`src/rtl/shifter_operand_fetch.sv`:
```
// shifter_operand_fetch
//   Decodes the shifter-operand field of a data-processing instruction and
//   gathers the operands for the barrel shifter. The operands are Rm and,
//   for register shifts, Rs. Both are read through one synchronous
//   register-file port. The result is a registered bundle that is held
//   stable until downstream accepts it.
//
// Ports
//   clk, rst_n        clock, asynchronous active-low reset
//   in_valid/ready    instruction handshake; in_instr bits [25] and [11:0] are used
//   in_carry          CPSR C flag, latched at accept
//   in_flush          synchronous flush back to IDLE, drops any in-flight work
//   rf_rd_en/addr     register-file read request (addr is 0 when not reading)
//   rf_rd_data        read data, valid the cycle after rf_rd_en
//   out_valid/ready   operand bundle handshake
//   out_data          value to shift
//   out_shift_value   shift amount
//   out_op_select     LSL=0, LSR=1, ASR=2, ROR=3, RRX=4
//   out_carry         carry-in for the shifter
module shifter_operand_fetch (
  input  logic        clk,
  input  logic        rst_n,
  input  logic        in_valid,
  output logic        in_ready,
  input  logic [31:0] in_instr,
  input  logic        in_carry,
  input  logic        in_flush,
  output logic        rf_rd_en,
  output logic [3:0]  rf_rd_addr,
  input  logic [31:0] rf_rd_data,
  output logic        out_valid,
  input  logic        out_ready,
  output logic [31:0] out_data,
  output logic [7:0]  out_shift_value,
  output logic [2:0]  out_op_select,
  output logic        out_carry
);

  typedef enum logic [2:0] {
    IDLE  = 3'd0,
    RD_RM = 3'd1,
    RD_RS = 3'd2,
    CAP   = 3'd3,
    OUT   = 3'd4
  } state_t;

  localparam logic [2:0] OP_LSL = 3'd0;
  localparam logic [2:0] OP_LSR = 3'd1;
  localparam logic [2:0] OP_ASR = 3'd2;
  localparam logic [2:0] OP_ROR = 3'd3;
  localparam logic [2:0] OP_RRX = 3'd4;

  state_t     state;
  logic       reg_shift;   // instr[4]: shift amount comes from Rs
  logic [3:0] rs_addr;     // instr[11:8], used for the second read

  // Only bit 25 and the low 12 bits of the instruction matter here.
  logic unused_instr;
  assign unused_instr = ^{in_instr[31:26], in_instr[24:12]};

  // Immediate-shift decode, taken straight from the offered instruction so
  // op/shift can be registered at accept time.
  logic [4:0] imm_amt;
  logic [1:0] imm_type;
  logic [2:0] imm_op;
  logic [7:0] imm_shift;

  assign imm_amt  = in_instr[11:7];
  assign imm_type = in_instr[6:5];

  always_comb begin
    imm_op    = {1'b0, imm_type};
    imm_shift = {3'b0, imm_amt};
    if (imm_amt == 5'd0) begin
      case (imm_type)
        2'b00: imm_shift = 8'd0;            // LSL #0: plain pass-through
        2'b01,
        2'b10: imm_shift = 8'd32;           // LSR/ASR #0 encode a shift of 32
        default: begin                      // ROR #0 encodes RRX
          imm_op    = OP_RRX;
          imm_shift = 8'd1;
        end
      endcase
    end
  end

  // State and request signals are both registered, so these are clean flop outputs.
  assign in_ready  = (state == IDLE);
  assign out_valid = (state == OUT);

  always_ff @(posedge clk or negedge rst_n) begin
    if (!rst_n) begin
      state           <= IDLE;
      reg_shift       <= 1'b0;
      rs_addr         <= 4'd0;
      rf_rd_en        <= 1'b0;
      rf_rd_addr      <= 4'd0;
      out_data        <= 32'd0;
      out_shift_value <= 8'd0;
      out_op_select   <= OP_LSL;
      out_carry       <= 1'b0;
    end else if (in_flush) begin
      // Flush wins over any accept or handshake; any pending read data is ignored.
      state      <= IDLE;
      rf_rd_en   <= 1'b0;
      rf_rd_addr <= 4'd0;
    end else begin
      case (state)
        IDLE: begin
          if (in_valid) begin
            reg_shift <= in_instr[4];
            rs_addr   <= in_instr[11:8];
            out_carry <= in_carry;
            if (in_instr[25]) begin
              // 8-bit immediate rotated right by twice the 4-bit rotate field
              out_data        <= {24'd0, in_instr[7:0]};
              out_op_select   <= OP_ROR;
              out_shift_value <= {3'b0, in_instr[11:8], 1'b0};
              state           <= OUT;
            end else begin
              rf_rd_en   <= 1'b1;
              rf_rd_addr <= in_instr[3:0];
              state      <= RD_RM;
              if (in_instr[4]) begin
                // Shift amount arrives later from Rs; the type is known now.
                out_op_select <= {1'b0, in_instr[6:5]};
              end else begin
                out_op_select   <= imm_op;
                out_shift_value <= imm_shift;
              end
            end
          end
        end

        RD_RM: begin
          if (reg_shift) begin
            rf_rd_en   <= 1'b1;
            rf_rd_addr <= rs_addr;
            state      <= RD_RS;
          end else begin
            rf_rd_en   <= 1'b0;
            rf_rd_addr <= 4'd0;
            state      <= CAP;
          end
        end

        RD_RS: begin
          out_data   <= rf_rd_data;    // Rm returned this cycle
          rf_rd_en   <= 1'b0;
          rf_rd_addr <= 4'd0;
          state      <= CAP;
        end

        CAP: begin
          if (reg_shift) out_shift_value <= rf_rd_data[7:0];  // Rs[7:0]
          else           out_data        <= rf_rd_data;       // Rm
          state <= OUT;
        end

        OUT: begin
          if (out_ready) state <= IDLE;
        end

        default: begin
          state      <= IDLE;
          rf_rd_en   <= 1'b0;
          rf_rd_addr <= 4'd0;
        end
      endcase
    end
  end

endmodule

```
`config.mk`:
```
export PLATFORM = sky130hd
export DESIGN_NAME = shifter_operand_fetch
export DESIGN_NICKNAME = d
export VERILOG_FILES = /design/src/rtl/shifter_operand_fetch.sv
export SDC_FILE = /design/constraint.sdc
export NUM_CORES = 1
export LEC_CHECK = 0
export ABC_AREA = 1
export CAP_MARGIN = 25
export CORE_ASPECT_RATIO = 1.4
export CORE_MARGIN = 2
export CORE_UTILIZATION = 35
export DETAILED_ROUTE_END_ITERATION = 8
export PLACE_DENSITY = 0.74
export SLEW_MARGIN = 15
export SYNTH_ARGS = -nofsm -noshare
export SYNTH_HDL_FRONTEND = slang
export SYNTH_SLANG_ARGS = --single-unit
```
`constraint.sdc`:
```
create_clock -name clk -period 1.85 [get_ports clk]
set_input_delay 0.2775 -clock clk [delete_from_list [all_inputs] [get_ports clk]]
set_output_delay 0.2775 -clock clk [all_outputs]
set_load 0.02 [all_outputs]
```
==> reports/results.ini <==
[status]
status=finished, final reports clean

[floorplanning]
coreArea_sq_um=7800
row_count=38
die_h_microns=111
die_x_microns=80.2
ioPinCount=121
die_area_sq_um=8870
start_util=0.365

[global_route]
grt_pass1_vias=2649
antenna_found_initial=0
grt_max_degree=34
grt_usage=0.176
grt_pass1_wl_mm=12.3
grt_overflow_total=0

[critical_path]
crit_arrival_ns=1.39
startpoint=state[0]$_DFFE_PN0P_
end_kind=primary output
timing.rr.start=state[0]$_DFFE_PN0P_
worstPathMaxFanout=6
critPathKind=register to primary output
required_ns=1.57
worstSetupStartpointType=register

[detailed_routing]
antenna_left=0
routed_wl_mm=7.35
drt-vias-per-instance=4.64
routed-via-count=2657
drt-initial-drc-count=123
wl_per_cell_microns=12.8
drc=0
firstDrtPassIters=4

[final_layout]
layout-drive-gt1-share=0.118
layout_common_cells=nand2_1, clkdlybuf4s50_1, dfrtp_1, nand3_1, inv_1
layout.nets=542
layout_commonest_cell=nand2_1
syn2layout_area_growth_pct=48.0
fillCellCount=747
antenna_cells=0
regArea_sq_um=1430
multi_input_area_sq_um=1220

[run]
cap_violations=0

[yosys]
ys_warn_count=0
synth_area_leaders=dfrtp_1, nand2_1, nand3_1
synth_top_area_share=0.502
synth_seq_area_share=0.502
avgSynthCellArea_sq_um=8.01
syn-cell-area_sq_um=2840
synth_cells=355
ys_seq_elements=57
yosys.area.top_type=dfrtp_1
synth.distinct_cells=26
syn_nets=429

[clock_network]
htreeDepth=3
clkSlewWorstSetupHoldPaths_ns=0.07
clockBufferDepth=2
numCtsBuffers=9
clock_latency_ns=0.33
cts_tree=done
cts_root_buffer=clkbuf_8
clkSinkCount=57

[placement]
dp_hpwl_mm=5.69
port_buffers=101
finalWeightedCongestion=0.943

[timing]
fin_tns_setup_ns=0
slew_headroom=0.712
min_period_ns=1.67
finalHoldViolCount=0
rsz0062_at_grt=no
finalCritPeriodShare=0.904
skew_ns=0.0107
final_max_slew_viol_count=0
max_freq_mhz=598
setup_viol=0
worst_pin_slew_ns=0.432

[worst_hold_path]
worstHoldPathType=register to register
hp-start=out_data[0]$_DFFE_PN0P_

[power]
p_leak_nw=2.10
power_mw=5.65
power_density_nw_per_um2=1340
peakVddDrop_uv=547

## final cells by class
class	count	share of cell area
flip-flops and latches	57	0.339
clock buffers	11	0.0312
inverters	25	0.0229
multi-input cells	260	0.291
clock inverters	5	0.0190
well taps	100	0.0297
repair buffers	115	0.267
## synthesized netlist by cell type
| library cell | count |
|---|---|
| a21oi_1 | 2 |
| buf_2 | 4 |
| buf_4 | 1 |
| buf_6 | 5 |
| clkbuf_1 | 3 |
| dfrtp_1 | 57 |
| ha_1 | 4 |
| inv_1 | 20 |
| inv_2 | 4 |
| inv_4 | 1 |
| mux2_2 | 1 |
| nand2_1 | 152 |
| nand2_2 | 11 |
| nand2_4 | 3 |
| nand3_1 | 40 |
| nand3_2 | 3 |
| nand3b_1 | 1 |
| nand4_1 | 4 |
| nor2_1 | 11 |
| nor2_2 | 1 |
| nor2_4 | 3 |
| nor2_8 | 1 |
| nor3_1 | 1 |
| o21ai_0 | 19 |
| o21ai_1 | 2 |
| o22ai_1 | 1 |
## repair_timing
item	CTS	global route
setup endpoints to repair	2	0
hold endpoints to repair	54	0
resized for setup	2	0
setup buffers	0	0
hold buffers	1	0
## worst max-delay path: stages, from the launching register on
cell and delay, ns:
dfrtp_1 0.44, inv_2 0.11, nand2_1 0.09, nor2_4 0.08, dlygate4sd2_1 0.33
## cells by family after synthesis
family / Yosys count / share of synthesized area
AO/OA/AOI/OAI: 24 / 0.0427
buffers and inverters: 38 / 0.0673
multiplexers: 1 / 0.00396
adder cells (fa/ha/maj): 4 / 0.0176
AND/OR/NAND/NOR: 231 / 0.367
flip-flops: 57 / 0.502
## registers in the layout, summed over array words and instances, names as in the netlist
register and cells:
out_carry 1, state 3, reg_shift 1, out_data 32, out_op_select 3, rf_rd_en 1, rf_rd_addr 4, out_shift_value 8
rs_addr 4
## per-layer routing
layer	up-vias	share of wire	global-route usage
li1	1347	-	-
met1	1203	0.42	0.209
met2	88	0.50	0.296
met3	19	0.051	0.0376
met4	0	0.031	0.0859
met5	-	0	0
## final timing paths
| check | end | slack (ns) | cells past startpoint |
|---|---|---|---|
| max in group asynchronous | out_data[2]$_DFFE_PN0P_ | 0.98 | 3 |
| min in group asynchronous | out_data[14]$_DFFE_PN0P_ | 0.50 | 3 |
| setup / recovery | in_ready | 0.18 | 4 |
| setup reg to reg | out_data[29]$_DFFE_PN0P_ | 0.23 | 10 |
| hold / removal | out_data[0]$_DFFE_PN0P_ | 0.47 | 2 |
| hold reg to reg | out_data[0]$_DFFE_PN0P_ | 0.47 | 2 |
## through the flow
stage,utilization,cell area [sq um],hold slack (ns),setup WS [ns],instances
detailed placement,0.512,3990,0.289,0.0552,556
finish,0.540,4210,0.475,0.178,573
global route,0.540,4210,0.495,0.0920,573
global placement,0.512,3990,0.303,0.0804,556
floorplan,-,2840,-0.0181,0.428,355
CTS,0.540,4210,0.476,0.154,573
## where the power goes
group | switching (mW) | leakage (nW) | internal (mW) | total (mW)
sequential | 0.268 | 0.751 | 1.64 | 1.90
clock | 0.492 | 0.0995 | 0.756 | 1.25
combinational | 1.41 | 1.25 | 1.09 | 2.50
total | 2.17 | 2.10 | 3.48 | 5.65
(Power assumes the default switching activity.)
